`src/rtl/hs_pkg.sv`:
```
// Shared definitions for the valid/ready handshake blocks: state encoding and
// default widths common to the burst transmitter, the FIFO stage and their benches.
package hs_pkg;

    localparam int HS_DATA_W     = 4;
    localparam int HS_LEN_W      = 4;
    localparam int HS_GAP_CYCLES = 2;

    typedef enum logic [1:0] {
        ST_IDLE = 2'd0,
        ST_SEND = 2'd1,
        ST_DONE = 2'd2,
        ST_GAP  = 2'd3
    } hs_state_e;

endpackage

```
`src/rtl/hs_burst_tx_if.sv`:
```
// Control and handshake bundle of the burst transmitter. The master side is the
// transmitter itself; the slave side is whoever issues bursts and consumes words.
interface hs_burst_tx_if #(
    parameter int DATA_W = hs_pkg::HS_DATA_W,
    parameter int LEN_W  = hs_pkg::HS_LEN_W
) ();

    logic              start;
    logic [DATA_W-1:0] base_data;
    logic [LEN_W-1:0]  burst_len;
    logic              r_in;
    logic              v_out;
    logic [DATA_W-1:0] data_out;
    logic              busy;
    logic              done;

    modport master (
        input  start, base_data, burst_len, r_in,
        output v_out, data_out, busy, done
    );

    modport slave (
        output start, base_data, burst_len, r_in,
        input  v_out, data_out, busy, done
    );

endinterface

```
`src/rtl/hs_gap_timer.sv`:
```
// Loadable down-counter with a zero flag; paces the idle gap between beats
// when the transmitter is built with HS_TX_GAP_EN.
module hs_gap_timer #(
    parameter int W = 4
) (
    input  logic         clk,
    input  logic         reset,
    input  logic         load,
    input  logic [W-1:0] load_val,
    output logic         zero
);

    logic [W-1:0] count;

    // Load wins over counting; the counter parks at zero until reloaded.
    always_ff @(posedge clk) begin
        if (reset) begin
            count <= '0;
        end else if (load) begin
            count <= load_val;
        end else if (count != '0) begin
            count <= count - W'(1);
        end
    end

    assign zero = (count == '0);

endmodule

```
`src/rtl/hs_burst_tx.sv`:
```
// Burst source for the valid/ready handshake: on start it sends burst_len words
// counting up from base_data. Define HS_TX_GAP_EN to insert GAP_CYCLES idle cycles between beats.
module hs_burst_tx
    import hs_pkg::*;
#(
    parameter int DATA_W = HS_DATA_W,
    parameter int LEN_W  = HS_LEN_W
`ifdef HS_TX_GAP_EN
    , parameter int GAP_CYCLES = HS_GAP_CYCLES
`endif
) (
    input logic           clk,
    input logic           reset,
    hs_burst_tx_if.master bus
);

    hs_state_e         state;
    logic              v_q;
    logic [DATA_W-1:0] data_q;
    logic              busy_q;
    logic              done_q;
    logic [LEN_W-1:0]  beats_left;

    logic xfer;
    logic last_beat;

    assign xfer      = (state == ST_SEND) && v_q && bus.r_in;
    assign last_beat = (beats_left == LEN_W'(1));

`ifdef HS_TX_GAP_EN
    logic gap_zero;

    // Loaded at each non-last transfer with one less than the gap length,
    // because the cycle that sees zero is itself the final gap cycle.
    hs_gap_timer #(.W(4)) u_gap_timer (
        .clk      (clk),
        .reset    (reset),
        .load     (xfer && !last_beat),
        .load_val (4'(GAP_CYCLES - 1)),
        .zero     (gap_zero)
    );
`endif

    // All outputs are registered, so valid never follows ready combinationally.
    always_ff @(posedge clk) begin
        if (reset) begin
            state      <= ST_IDLE;
            v_q        <= 1'b0;
            data_q     <= '0;
            busy_q     <= 1'b0;
            done_q     <= 1'b0;
            beats_left <= '0;
        end else begin
            case (state)
                ST_IDLE: begin
                    done_q <= 1'b0;
                    if (bus.start) begin
                        if (bus.burst_len != '0) begin
                            data_q     <= bus.base_data;
                            beats_left <= bus.burst_len;
                            v_q        <= 1'b1;
                            busy_q     <= 1'b1;
                            state      <= ST_SEND;
                        end else begin
                            done_q <= 1'b1;
                            state  <= ST_DONE;
                        end
                    end
                end

                ST_SEND: begin
                    if (xfer) begin
                        beats_left <= beats_left - LEN_W'(1);
                        if (last_beat) begin
                            v_q    <= 1'b0;
                            busy_q <= 1'b0;
                            done_q <= 1'b1;
                            state  <= ST_DONE;
                        end else begin
                            data_q <= data_q + DATA_W'(1);
`ifdef HS_TX_GAP_EN
                            v_q    <= 1'b0;
                            state  <= ST_GAP;
`endif
                        end
                    end
                end

                ST_DONE: begin
                    done_q <= 1'b0;
                    state  <= ST_IDLE;
                end

`ifdef HS_TX_GAP_EN
                ST_GAP: begin
                    if (gap_zero) begin
                        v_q   <= 1'b1;
                        state <= ST_SEND;
                    end
                end
`endif

                default: begin
                    v_q    <= 1'b0;
                    busy_q <= 1'b0;
                    done_q <= 1'b0;
                    state  <= ST_IDLE;
                end
            endcase
        end
    end

    assign bus.v_out    = v_q;
    assign bus.data_out = data_q;
    assign bus.busy     = busy_q;
    assign bus.done     = done_q;

endmodule
```
`src/flat_wrapper.sv`:
```
// flat-port wrapper written by rule: the top's interface ports become plain ports
module hs_burst_tx_flat import hs_pkg::*;
#(
    parameter int DATA_W = HS_DATA_W,
    parameter int LEN_W  = HS_LEN_W

)
  (clk, reset, bus_start, bus_base_data, bus_burst_len, bus_r_in, bus_v_out, bus_data_out, bus_busy, bus_done);
  hs_burst_tx_if #(.DATA_W(DATA_W), .LEN_W(LEN_W)) bus_i ();
  input logic clk;
  input logic reset;
  input wire logic [$bits(bus_i.start)-1:0] bus_start;
  input wire logic [$bits(bus_i.base_data)-1:0] bus_base_data;
  input wire logic [$bits(bus_i.burst_len)-1:0] bus_burst_len;
  input wire logic [$bits(bus_i.r_in)-1:0] bus_r_in;
  output wire logic [$bits(bus_i.v_out)-1:0] bus_v_out;
  output wire logic [$bits(bus_i.data_out)-1:0] bus_data_out;
  output wire logic [$bits(bus_i.busy)-1:0] bus_busy;
  output wire logic [$bits(bus_i.done)-1:0] bus_done;
  assign bus_i.start = bus_start;
  assign bus_i.base_data = bus_base_data;
  assign bus_i.burst_len = bus_burst_len;
  assign bus_i.r_in = bus_r_in;
  assign bus_v_out = bus_i.v_out;
  assign bus_data_out = bus_i.data_out;
  assign bus_busy = bus_i.busy;
  assign bus_done = bus_i.done;
  hs_burst_tx #(.DATA_W(DATA_W), .LEN_W(LEN_W)) u_core (.clk(clk), .reset(reset), .bus(bus_i));
endmodule
```
`config.mk`:
```
export PLATFORM = sky130hd
export DESIGN_NAME = hs_burst_tx_flat
export DESIGN_NICKNAME = d
export VERILOG_FILES = /design/src/rtl/hs_pkg.sv /design/src/rtl/hs_burst_tx_if.sv /design/src/rtl/hs_gap_timer.sv /design/src/rtl/hs_burst_tx.sv /design/src/flat_wrapper.sv
export SDC_FILE = /design/constraint.sdc
export NUM_CORES = 1
export LEC_CHECK = 0
export BUFFER_PORTS_ARGS = -buffer_cell sky130_fd_sc_hd__buf_2
export CAP_MARGIN = 40
export CORE_MARGIN = 1
export CORE_UTILIZATION = 30
export CTS_CLUSTER_DIAMETER = 40
export DETAILED_ROUTE_END_ITERATION = 8
export GPL_TIMING_DRIVEN = 0
export PLACE_DENSITY = 0.47
export SYNTH_ARGS = -nofsm -noshare
export SYNTH_HDL_FRONTEND = slang
export SYNTH_HIERARCHICAL = 1
export SYNTH_SLANG_ARGS = --single-unit
export TNS_END_PERCENT = 1
```
`constraint.sdc`:
```
create_clock -name clk -period 1.8 [get_ports clk]
set_input_delay 0.36 -clock clk [delete_from_list [all_inputs] [get_ports clk]]
set_output_delay 0.36 -clock clk [all_outputs]
set_load 0.01 [all_outputs]
```
==> results of run 1 <==
==> path summary, 6_finish.rpt <==
kind / startpoint / end / cells after the start
setup / recovery: u_core/beats_left[0]$_SDFFE_PP0P_ / u_core/state[1]$_SDFFE_PP0P_ / 5
setup reg to reg: u_core/beats_left[0]$_SDFFE_PP0P_ / u_core/state[1]$_SDFFE_PP0P_ / 5
hold reg to reg: u_core/beats_left[1]$_SDFFE_PP0P_ / u_core/beats_left[1]$_SDFFE_PP0P_ / 2
hold / removal: bus_base_data[0] / u_core/bus.data_out[0]$_SDFFE_PP0P_ / 3
==> registers in the layout (all words and copies together), names as in the netlist <==
signal	cells
u_core/state	2
u_core/bus.busy	1
u_core/bus.data_out	4
u_core/beats_left	4
u_core/bus.done	1
==> critical path: cells and delay by family (launching register included) <==
kind	cells	cell delay, ps
and+or+nand+nor	2	670
DFF	1	380
AOI/OAI and AO/OA	1	290
adders and majority gates	1	160
buffers and inverters	1	50
==> placed cells by master (no fill, tap or decap), drive strengths merged, types with 4 or more instances in the layout <==
| master | n |
|---|---|
| dfxtp | 12 |
| inv | 4 |
| a21oi | 10 |
| buf | 21 |
| o21ai | 6 |
| nor2 | 6 |
| nor3b | 4 |
| clkbuf | 4 |
| nand2 | 6 |
==> final cells by class <==
type,count,area share
multi-input combinational,62,0.512
inverter,4,0.0169
tap,28,0.0395
buffer,4,0.0339
sequential,12,0.271
clock buffer,3,0.0254
timing repair buffer,18,0.102
==> where the power goes <==
part,internal [mW],total [mW],switching (mW)
clock network,0.0774,0.165,0.0874
logic,0.105,0.222,0.117
registers,0.293,0.321,0.0275
total,0.476,0.708,0.232
==> metrics by stage <==
step	worst slack (ps)	hold slack, ps	util	total power [mW]
2_1_floorplan	315	445	-	0.485
3_3_place_gp	112	470	0.380	0.550
3_5_place_dp	115	474	0.380	0.550
4_1_cts	149	374	0.390	0.718
5_1_grt	14.5	390	0.390	0.758
6_report	151	375	0.390	0.708
==> kinds of logic after synthesis <==
family / Yosys count
DFF: 12
buffers and inverters: 8
muxes: 1
and+or+nand+nor: 30
adders and majority gates: 3
AOI/OAI and AO/OA: 28
==> metal layers <==
layer  part of all wire  routed length (um)  GRT usage  vias up
li1                   -                   -          -      346
met1               0.46                 753      0.152      320
met2               0.48                 798      0.238       14
met3              0.049                  80     0.0526        2
met4             0.0085                  14     0.0405        0
met5                  0                   0          0        -
==> results.toml, run 1 <==
[routing]
viasPerCell = 5.21
vias = 682
drtIter0Drc = 10
firstDrtPassIters = 4
drc_errors = 0
drtAntennaViolNets = 0
wire_per_inst_um = 12.6
wl_um = 1650

[floorplan]
die-area_sq_mm = 0.00267
core_sq_mm = 0.00228
rows = 17
die_h_um = 51.6
io_pins = 19
start_util = 0.325
die_width_um = 51.6

[synthesis]
synth_top_family_by_area = "compound AO/OA/AOI/OAI gates"
synth_top_cell_area_share = 0.325
yosys-top-cells-area = "dfxtp_1 (32%), a21oi_1 (6.1%), ha_1 (5.1%), nor3b_1 (4.1%), o32ai_4 (3.7%)"
yosysMostFrequentCell = "dfxtp_1"
netlist_area_sq_um = 739
synthMuxAreaShare = 0.0135
synth_ff_type = "dfxtp_1"
avgSynthCellArea_sq_um = 9.02
yosysSeqAreaShare = 0.325
synthesis.nets = 97
yosysTopAreaCell = "dfxtp_1"
synthArstFlopShare = 0
yosys_warnings = 6
ys_top_cells_by_count = "dfxtp_1 (12), a21oi_1 (9), nand2_1 (6), nor2_1 (6), o21ai_1 (5)"
synthDistinctLibCells = 32
syn-instance-count = 82
ys_ff_latch = 12
synthXorXnorAreaFrac = 0
synth_edf_count = 0
synth_simple_gate_area_frac = 0.244
synth_fa_ha_area_frac = 0.0508
synth_compound_area_frac = 0.306

[flow_run]
maxCapViolCount = 0

[power_and_ir_drop]
p_per_area_mw_per_mm2 = 798
vdd_drop_max_mv = 0.455
power_leakage_nw = 0.373

[critical_path]
max_stage_delay_ps = 470
crit_fanout = 4
worstPathRequired_ps = 1970
end_kind = "flop"
slowest_stage = "nor3b_1"
critPathKind = "flop to flop"
startpoint_type = "flop"
arrival_ps = 1820
rrSetupSlack_ps = 150
path_cells = "ha_1 -> nor3b_1 -> a31o_2 -> inv_1 -> nor4_1"

[global_routing]
grt_max_degree = 11
grt.overflow.total = 0
grt_pass1_vias = 624
groute.usage.overall = 0.137
antenna_found_initial = 0
grt_pass1_wl_um = 2640

[place]
numPortBuffers = 18
placedInstanceArea_sq_um = 865
dp.final_hpwl_um = 1250
gp_congestion = 0.739
dp_cells = 128

[worst_hold_path]
min_path_type = "input pin to flop"

[timing]
finalMaxSlewViolations = 0
setup_tns_ps = 0
rsz0062_at_grt = "false"
setup_viol = 0
hold_viol = 0
fmax_ghz = 0.607
tightestPinTransition_ps = 545
fin_crit_sh = 0.916
slew-limit-headroom = 0.634
min_period_ps = 1650
finalClockSkew_ps = 13.9

[clocking]
cts_sinks = 12
htreeDepth = 1
cts_buffers = 3
clk_pin_slew_ps = 80
insertion_delay_ps = 270
clock_path_buffers = 2
cts_setup_buffers = 0
tritoncts = "yes"
clockRootBuffer = "clkbuf_4"
cts_resized = 0
cts_hold_buf = 0

[layout]
multiInputGateArea_sq_um = 454
nets = 120
design_area_sq_um = 887
area_growth_pct = 20.0
n_antenna_cell = 0
nFillCells = 234
layout.area.seq_sq_um = 240
final_cells = 131
drive_gt1_frac = 0.330

[outcome]
status = "completed"
No activity file was read; power rests on OpenSTA's default activity.
==> inputs of run 2 (changes only) <==
Settings changed: SYNTH_HIERARCHICAL 1 to default.
==> results.toml, run 2 <==
[outcome]
status = "completed"

[place]
dp.final_hpwl_um = 1260
numPortBuffers = 18
gp_congestion = 0.765

[timing]
finalMaxSlewViolations = 0
min_period_ps = 1570
fmax_ghz = 0.636
fin_crit_sh = 0.873
setup_viol = 0
slew-limit-headroom = 0.615
hold_viol = 0
tightestPinTransition_ps = 572
rsz0062_at_grt = "false"
setup_tns_ps = 0
finalClockSkew_ps = 1.83

[floorplan]
core_sq_mm = 0.00225
die_width_um = 51.1
die-area_sq_mm = 0.00262
start_util = 0.321
rows = 17
die_h_um = 51.1
io_pins = 19

[clocking]
clk_pin_slew_ps = 80
insertion_delay_ps = 270
cts_setup_buffers = 0
clockRootBuffer = "clkbuf_4"
tritoncts = "yes"
htreeDepth = 1
clock_path_buffers = 2
cts_hold_buf = 0
cts_sinks = 12
cts_buffers = 3

[synthesis]
synth_top_cell_area_share = 0.332
yosys_warnings = 0
synth_edf_count = 0
synthArstFlopShare = 0
netlist_area_sq_um = 724
ys_top_cells_by_count = "dfxtp_1 (12), nand2_1 (10), a21oi_1 (6), nor2_1 (6)"
avgSynthCellArea_sq_um = 8.94
yosys-top-cells-area = "dfxtp_1 (33%), ha_1 (5.2%), nand2_1 (5.2%), a21oi_1 (4.1%), a32o_1 (4.1%)"
ys_ff_latch = 12
yosysSeqAreaShare = 0.332
syn-instance-count = 81
synthDistinctLibCells = 35
synthesis.nets = 96
yosysMostFrequentCell = "dfxtp_1"
yosysTopAreaCell = "dfxtp_1"
synth_ff_type = "dfxtp_1"

[power_and_ir_drop]
p_total_mw = 0.701
combPwrFrac = 0.252
intPower_mw = 0.491
swShare = 0.299
p_per_area_mw_per_mm2 = 790
pwr-share-seq = 0.445
vdd_drop_max_mv = 0.543
power.switching_mw = 0.210
power_leakage_nw = 0.378
pwr-share-clk = 0.303

[layout]
fin_util = 0.393
drive_gt1_frac = 0.330
n_antenna_cell = 0
nFillCells = 248
nets = 119
layout_commonest_cell = "buf_2"
area_growth_pct = 22.5
layout_common_cells = "buf_2 (18), dfxtp_1 (12), nand2_1 (10), nor2_1 (6), a21oi_1 (6)"

[critical_path]
crit-reg2reg-launch = "u_core.beats_left[1]$_SDFFE_PP0P_"
critPathKind = "flop to flop"
startpoint_type = "flop"
worstPathRequired_ps = 2000
worst_r2r_path_depth = 6
critPathLaunch = "u_core.beats_left[1]$_SDFFE_PP0P_"
end_kind = "flop"
crit_fanout = 4
arrival_ps = 1770

[global_routing]
gr-max-usage-layer = "met2"
met3_usage = 0.0446
met2_usage = 0.239
groute.usage.overall = 0.148
antenna_found_initial = 0
grt_max_degree = 11
grt.overflow.total = 0
grt_pass1_wl_um = 2790
grt_pass1_vias = 599
grtUsageMet1 = 0.181

[routing]
viasPerCell = 5.30
wire_per_inst_um = 12.6
vias = 694
drtIter0Drc = 15
drc_errors = 0
drtAntennaViolNets = 0
firstDrtPassIters = 5
wl_um = 1660

[worst_hold_path]
holdPathStages = 3
hold_start = "bus_base_data[0]"
min_path_type = "input pin to flop"

[flow_run]
maxCapViolCount = 0
==> run 2: worst max-delay path: stages (launching register included) <==
cell and delay (ps):
dfxtp_1 340, inv_1 90, ha_1 130, nor3b_1 400, and3_1 290, o21ai_0 90, a21oi_1 170
==> run 2: routing by layer <==
| metal | share of wire | routed length (um) |
|---|---|---|
| met1 | 0.47 | 780 |
| met5 | 0 | 0 |
| met4 | 0 | 0 |
| met2 | 0.49 | 806 |
| met3 | 0.042 | 69 |
==> run 2: logic make-up after synthesis <==
logic type	share of synthesized area
AND/OR/NAND/NOR	0.257
flip-flops	0.332
adder cells (fa/ha/maj)	0.0518
buffers and inverters	0.0363
AO/OA/AOI/OAI	0.323
==> run 2: through the flow <==
step	hold slack [ps]	std cells	cell area (sq um)	setup WS (ps)
after floorplan	491	81	724	344
after global placement	519	127	850	112
after detailed placement	532	127	850	132
after CTS	339	131	886	120
after global routing	364	131	887	113
final	363	131	887	228
==> run 2: cell type report <==
type	count	area (sq um)	area share
plain buffers	3	16.3	0.0183
clock buffers	4	36.3	0.0409
inverters	3	11.3	0.0127
multi-input cells	63	458	0.516
flip-flops and latches	12	240	0.271
well taps	28	35.0	0.0395
repair buffers	18	90.1	0.102
==> run 2: final timing paths <==
path / slack, ps / endpoint
setup / recovery: 230 / u_core.bus.done$_SDFFE_PP0P_
hold / removal: 360 / u_core.bus.data_out[0]$_SDFFE_PP0P_
setup reg to reg: 230 / u_core.bus.done$_SDFFE_PP0P_
hold reg to reg: 540 / u_core.state[1]$_SDFFE_PP0P_
==> run 2: timing repair <==
item / in CTS / in global routing
endpoints found under the setup margin: 0 / 1
gates resized for setup: 0 / 2
hold endpoints to repair: 0 / 0
==> run 2: power groups by stage <==
| stage | sequential [mW] | clock (mW) | combinational [mW] |
|---|---|---|---|
| 6_report | 0.312 | 0.212 | 0.177 |
| 4_1_cts | 0.312 | 0.224 | 0.178 |
| 3_5_place_dp | 0.318 | 0 | 0.177 |
| 3_3_place_gp | 0.318 | 0 | 0.177 |
| 2_1_floorplan | 0.319 | 0 | 0.120 |
| 5_1_grt | 0.317 | 0.237 | 0.199 |
